==> src/rtl/ad7643_slave_emulator_pkg.sv <==
// Shared types and constants for the AD7643 serial slave-read emulator.
// State encoding, data-source selection codes and the fixed test patterns live here.
package ad7643_slave_emulator_pkg;

   typedef enum logic [1:0] {
      ST_IDLE    = 2'd0,
      ST_CONVERT = 2'd1,
      ST_READY   = 2'd2,
      ST_SHIFT   = 2'd3
   } state_e;

   typedef enum logic [1:0] {
      PAT_SAMPLE = 2'd0,
      PAT_RAMP   = 2'd1,
      PAT_ALT    = 2'd2,
      PAT_CONST  = 2'd3
   } pattern_e;

   localparam logic [17:0] ALT_PHASE_A = 18'h2AAAA;
   localparam logic [17:0] ALT_PHASE_B = 18'h15555;
   localparam logic [17:0] CONST_CODE  = 18'h3FFFF;

   localparam int DEFAULT_BUSY_CYCLES = 160;

endpackage

==> src/rtl/ad_sync_edge.sv <==
// Multi-flop synchronizer for an asynchronous input, followed by a one-flop edge
// detector; rise/fall pulses are one CLK wide and aligned with the synced level.
module ad_sync_edge #(
   parameter int STAGES = 2
) (
   input  logic clk,
   input  logic rst_n,
   input  logic async_i,
   output logic level_o,
   output logic rise_o,
   output logic fall_o
);

   logic [STAGES-1:0] sync_q;
   logic              prev_q;

   // NOTE: sequential state uses non-blocking assignments so every flop samples
   // the pre-edge value of its neighbour; blocking here would collapse the chain.
   always_ff @(posedge clk or negedge rst_n) begin
      if (!rst_n) begin
         sync_q <= '0;
         prev_q <= 1'b0;
      end else begin
         sync_q <= STAGES'({sync_q, async_i});
         prev_q <= sync_q[STAGES-1];
      end
   end

   assign level_o = sync_q[STAGES-1];
   assign rise_o  = sync_q[STAGES-1] & ~prev_q;
   assign fall_o  = ~sync_q[STAGES-1] & prev_q;

endmodule

==> src/rtl/ad7643_slave_emulator.sv <==
// AD7643 serial slave-read responder: CNVST starts a timed BUSY window, then the
// selected code is shifted out MSB first on SDOUT under CS/SCLK from the master.
module ad7643_slave_emulator
   import ad7643_slave_emulator_pkg::*;
#(
   parameter int BUSY_CYCLES = DEFAULT_BUSY_CYCLES,
   parameter int DATA_W      = 18,
   parameter int RAMP_STEP   = 1
) (
   input  logic              clk,
   input  logic              rst_n,
   input  logic              cnvst_i,
   input  logic              cs_i,
   input  logic              sclk_i,
   input  logic [1:0]        pattern_i,
   input  logic [DATA_W-1:0] sample_i,
   output logic              busy_o,
   output logic              sdout_o,
   output logic              rderr_o,
   output logic [15:0]       conv_count_o
);

   localparam int CNT_W = $clog2(BUSY_CYCLES + 1);
   localparam int BIT_W = $clog2(DATA_W);
   localparam logic [CNT_W-1:0]  CNT_LOAD = CNT_W'(BUSY_CYCLES - 1);
   localparam logic [CNT_W-1:0]  CNT_ONE  = CNT_W'(1);
   localparam logic [BIT_W-1:0]  BIT_MSB  = BIT_W'(DATA_W - 1);
   localparam logic [BIT_W-1:0]  BIT_ONE  = BIT_W'(1);
   localparam logic [DATA_W-1:0] STEP     = DATA_W'(RAMP_STEP);

   logic cnvst_lvl, cnvst_rise, cnvst_fall;
   logic cs_lvl, cs_rise, cs_fall;
   logic sclk_lvl, sclk_rise, sclk_fall;

   ad_sync_edge #(.STAGES(2)) u_sync_cnvst (
      .clk(clk), .rst_n(rst_n), .async_i(cnvst_i),
      .level_o(cnvst_lvl), .rise_o(cnvst_rise), .fall_o(cnvst_fall)
   );
   ad_sync_edge #(.STAGES(2)) u_sync_cs (
      .clk(clk), .rst_n(rst_n), .async_i(cs_i),
      .level_o(cs_lvl), .rise_o(cs_rise), .fall_o(cs_fall)
   );
   ad_sync_edge #(.STAGES(2)) u_sync_sclk (
      .clk(clk), .rst_n(rst_n), .async_i(sclk_i),
      .level_o(sclk_lvl), .rise_o(sclk_rise), .fall_o(sclk_fall)
   );

   logic unused_sync;
   assign unused_sync = ^{cnvst_lvl, cnvst_fall, cs_rise, cs_fall, sclk_lvl, sclk_rise};

   state_e            state_q, state_d;
   logic [CNT_W-1:0]  cnt_q, cnt_d;
   logic [DATA_W-1:0] shreg_q, shreg_d;
   logic [BIT_W-1:0]  bit_q, bit_d;
   logic [DATA_W-1:0] ramp_q, ramp_d;
   logic [DATA_W-1:0] phase_q, phase_d;
   logic [15:0]       count_q, count_d;
   logic              busy_q, busy_d;
   logic              sdout_q, sdout_d;
   logic              rderr_q, rderr_d;
   logic              start_conv;
   logic [DATA_W-1:0] src;
   pattern_e          pat;

   assign pat = pattern_e'(pattern_i);

   always_comb begin
      case (pat)
         PAT_SAMPLE: src = sample_i;
         PAT_RAMP:   src = ramp_q;
         PAT_ALT:    src = phase_q;
         default:    src = DATA_W'(CONST_CODE);
      endcase
   end

   // NOTE: every next-state variable gets its hold value first, so no path
   // through the case below can leave one unassigned and infer a latch.
   always_comb begin
      state_d    = state_q;
      cnt_d      = cnt_q;
      shreg_d    = shreg_q;
      bit_d      = bit_q;
      ramp_d     = ramp_q;
      phase_d    = phase_q;
      count_d    = count_q;
      busy_d     = busy_q;
      rderr_d    = rderr_q;
      start_conv = 1'b0;

      case (state_q)
         ST_IDLE: begin
            if (cnvst_rise) begin
               start_conv = 1'b1;
               rderr_d    = 1'b0;
            end
         end
         ST_CONVERT: begin
            if (cnvst_rise) rderr_d = 1'b1;
            if (cnt_q == '0) begin
               busy_d  = 1'b0;
               state_d = ST_READY;
               shreg_d = src;
               bit_d   = BIT_MSB;
               count_d = count_q + 16'd1;
               if (pat == PAT_RAMP) ramp_d  = ramp_q + STEP;
               if (pat == PAT_ALT)  phase_d = ~phase_q;
            end else begin
               cnt_d = cnt_q - CNT_ONE;
            end
         end
         ST_READY: begin
            // CNVST wins over a simultaneous CS fall: unread data is overwritten.
            if (cnvst_rise) begin
               start_conv = 1'b1;
               rderr_d    = 1'b1;
            end else if (!cs_lvl) begin
               state_d = ST_SHIFT;
            end
         end
         ST_SHIFT: begin
            if (cnvst_rise) begin
               start_conv = 1'b1;
               rderr_d    = 1'b1;
            end else if (cs_lvl) begin
               state_d = ST_READY;
            end else if (sclk_fall) begin
               if (bit_q == '0) state_d = ST_IDLE;
               else             bit_d   = bit_q - BIT_ONE;
            end
         end
         default: state_d = ST_IDLE;
      endcase

      if (start_conv) begin
         state_d = ST_CONVERT;
         busy_d  = 1'b1;
         cnt_d   = CNT_LOAD;
      end

      sdout_d = (state_d == ST_SHIFT) ? shreg_d[bit_d] : 1'b0;
   end

   always_ff @(posedge clk or negedge rst_n) begin
      if (!rst_n) begin
         state_q <= ST_IDLE;
         cnt_q   <= '0;
         shreg_q <= '0;
         bit_q   <= '0;
         ramp_q  <= '0;
         phase_q <= DATA_W'(ALT_PHASE_A);
         count_q <= '0;
         busy_q  <= 1'b0;
         sdout_q <= 1'b0;
         rderr_q <= 1'b0;
      end else begin
         state_q <= state_d;
         cnt_q   <= cnt_d;
         shreg_q <= shreg_d;
         bit_q   <= bit_d;
         ramp_q  <= ramp_d;
         phase_q <= phase_d;
         count_q <= count_d;
         busy_q  <= busy_d;
         sdout_q <= sdout_d;
         rderr_q <= rderr_d;
      end
   end

   assign busy_o       = busy_q;
   assign sdout_o      = sdout_q;
   assign rderr_o      = rderr_q;
   assign conv_count_o = count_q;

endmodule

==> config.mk <==
export PLATFORM = sky130hd
export DESIGN_NAME = ad7643_slave_emulator
export DESIGN_NICKNAME = d
export VERILOG_FILES = /design/src/rtl/ad7643_slave_emulator_pkg.sv /design/src/rtl/ad_sync_edge.sv /design/src/rtl/ad7643_slave_emulator.sv
export SDC_FILE = /design/constraint.sdc
export NUM_CORES = 1
export LEC_CHECK = 0
export BUFFER_PORTS_ARGS = -buffer_cell sky130_fd_sc_hd__buf_2
export CORE_MARGIN = 8
export CORE_UTILIZATION = 30
export DETAILED_ROUTE_END_ITERATION = 12
export MAX_ROUTING_LAYER = met4
export PLACE_DENSITY = 0.42
export SLEW_MARGIN = 20
export SYNTH_ARGS = -nofsm -noshare
export SYNTH_HDL_FRONTEND = slang
export SYNTH_HIERARCHICAL = 1
export SYNTH_SLANG_ARGS = --single-unit
==> constraint.sdc <==
create_clock -name clk -period 5.42 [get_ports clk]
set_input_delay 1.084 -clock clk [delete_from_list [all_inputs] [get_ports clk]]
set_output_delay 1.084 -clock clk [all_outputs]
set_load 0.01 [all_outputs]
==> results.txt <==
Status = complete, no violations
Worst hold margin = 0.3485 ns
Post-synthesis instance total = 413
WP data required = 5.64 ns
DRC Markers = 0
Max VDD drop = 0.0002070 V
Non-filler cells, final = 646
Post-route setup TNS = 0 ns
DP HPWL = 7.222 mm
H-tree levels = 3
Synth warn = 6
Clock Tree Buf Depth = 2
Share of layout cells above drive strength 1 = 22.05%
Most frequent cells in the layout = 87 x dfrtp_1, 46 x nand2_1, 45 x xnor2_1, 42 x buf_2, 35 x o21ai_0
CP arrival = 3.13 ns
Critical Setup Path Class = flip-flop to flip-flop
GRT Residual Overflow = 0
Commonest non-fill, non-tap cell in the layout = dfrtp_1
Drt total wl = 10.05 mm
Largest net degree at the start of global routing = 60
Startpoint Class = flip-flop
Initial DRC count = 216
Die span in y = 139.2 um
Clk Latency, worst-skew pair = 0.34 ns
Io pins = 44
Inserted Diodes = 0
Hold depth = 0
Initial antenna violation count = 0
Slew @ Worst Pin = 0.7989 ns
Min Tclk post-route = 2.905 ns
Drt wl/cell = 15.55 um
Syn_nets = 443
GRT Resource Usage Total = 11.56%
Power Total = 2.192 mW
Clock tree sinks = 96
First-pass GRT wire length = 17.38 mm
Full die area = 0.01938 mm2
Gpl congestion = 0.7942
Clk_skew = 0.006012 ns
R2r worst-path depth = 9
Drt first pass iters = 4
End-of-flow core utilization = 35.04%
Resized cells post-CTS = 0
Detail Route Antenna Nets = 0
Slew headroom = 46.74%
Die Wd = 139.2 um
Vias in the first global route = 3,377
Total number of vias = 3,092
LEAKAGE = 2.394 nW
Final hold vios = 0
Initial core utilization = 30.29%
Std-Cell Rows = 45
Syn Area/Cell = 11.02 um2
Final Slew Violations = 0
RSZ-0062 raised after global routing = false
# hold bufs at CTS = 0
Clock transition at path regs = 0.06 ns
Crit Path Max Fanout = 6
Layout area overhead = 15.69%
Core box area = 0.01503 mm2
Nets@finish = 483
FMAX = 344.2 MHz
Post-CTS Setup Inserts = 0
Final Setup Violations = 0
Final worst-path cycle share = 53.60%
PD cells = 416.1 mW/mm2
Post-Syn Area = 0.004553 mm2
Num CTS Buffers = 9
Hold Crit Class = flip-flop to flip-flop
Vias/cell = 4.786
Clock root buffer = clkbuf_16
TritonCTS clock tree = done
IO buf count = 43
Cell count after placement = 630
MaxCap Viol Count = 0
Critical Path Sink Type = flip-flop
-- worst max-delay path: stages (launching register included) --
cell      delay [ns]
dfrtp_1         0.38
inv_1           0.10
ha_1            0.25
nor4b_2         0.19
nor3_1          0.53
mux2_2          0.47
mux2_2          0.29
o211ai_1        0.15
o21ai_0         0.11
o311a_1         0.33
-- sequential cells by signal, indices dropped and copies added (netlist names), 2 cells and up --
| signal | count |
|---|---|
| shreg_q | 18 |
| u_sync_cs/sync_q | 2 |
| u_sync_cnvst/sync_q | 2 |
| conv_count_o | 16 |
| u_sync_sclk/sync_q | 2 |
| cnt_q | 8 |
| bit_q | 5 |
| state_q | 2 |
| ramp_q | 18 |
| phase_q | 18 |
-- per-layer routing --
layer | GRT usage [%] | vias up | routed length, um
li1 | - | 1536 | -
met1 | 14.99 | 1504 | 5104
met2 | 17.34 | 47 | 4562
met3 | 3.718 | 5 | 312
met4 | 2.426 | 0 | 64
met5 | - | - | 0
-- final cells by class --
type,count,area [um2]
tap,188,235.2
sequential,96,2414
timing repair buffer,44,225.2
clock inverter,2,60.06
multi-input combinational,293,2026
fill,1512,9766
clock buffer,14,274.0
inverter,9,33.78
-- through the flow --
stage               setup WS [ns]  area [um2]
finish                      2.515        5268
global route                2.272        5268
CTS                         2.505        5268
floorplan                   2.596        4553
global placement            2.303        4933
detailed placement          2.356        4933
-- power breakdown --
group          switching, mW  internal, mW  total, mW
clock network          0.259         0.443      0.702
logic                  0.242         0.209      0.451
registers              0.137         0.901       1.04
total                  0.639          1.55       2.19
-- worst paths after layout --
path | end | slack [ns] | start
max in group asynchronous | phase_q[9] | 3.58 | rst_n
min in group asynchronous | ramp_q[1] | 0.82 | rst_n
max reg2reg | sdout_o | 2.51 | bit_q[0]
min reg2reg | u_sync_cs/sync_q[1] | 0.35 | u_sync_cs/sync_q[0]
max | sdout_o | 2.51 | bit_q[0]
min | u_sync_cs/sync_q[1] | 0.35 | u_sync_cs/sync_q[0]
Power figures use the tool's default switching activity.
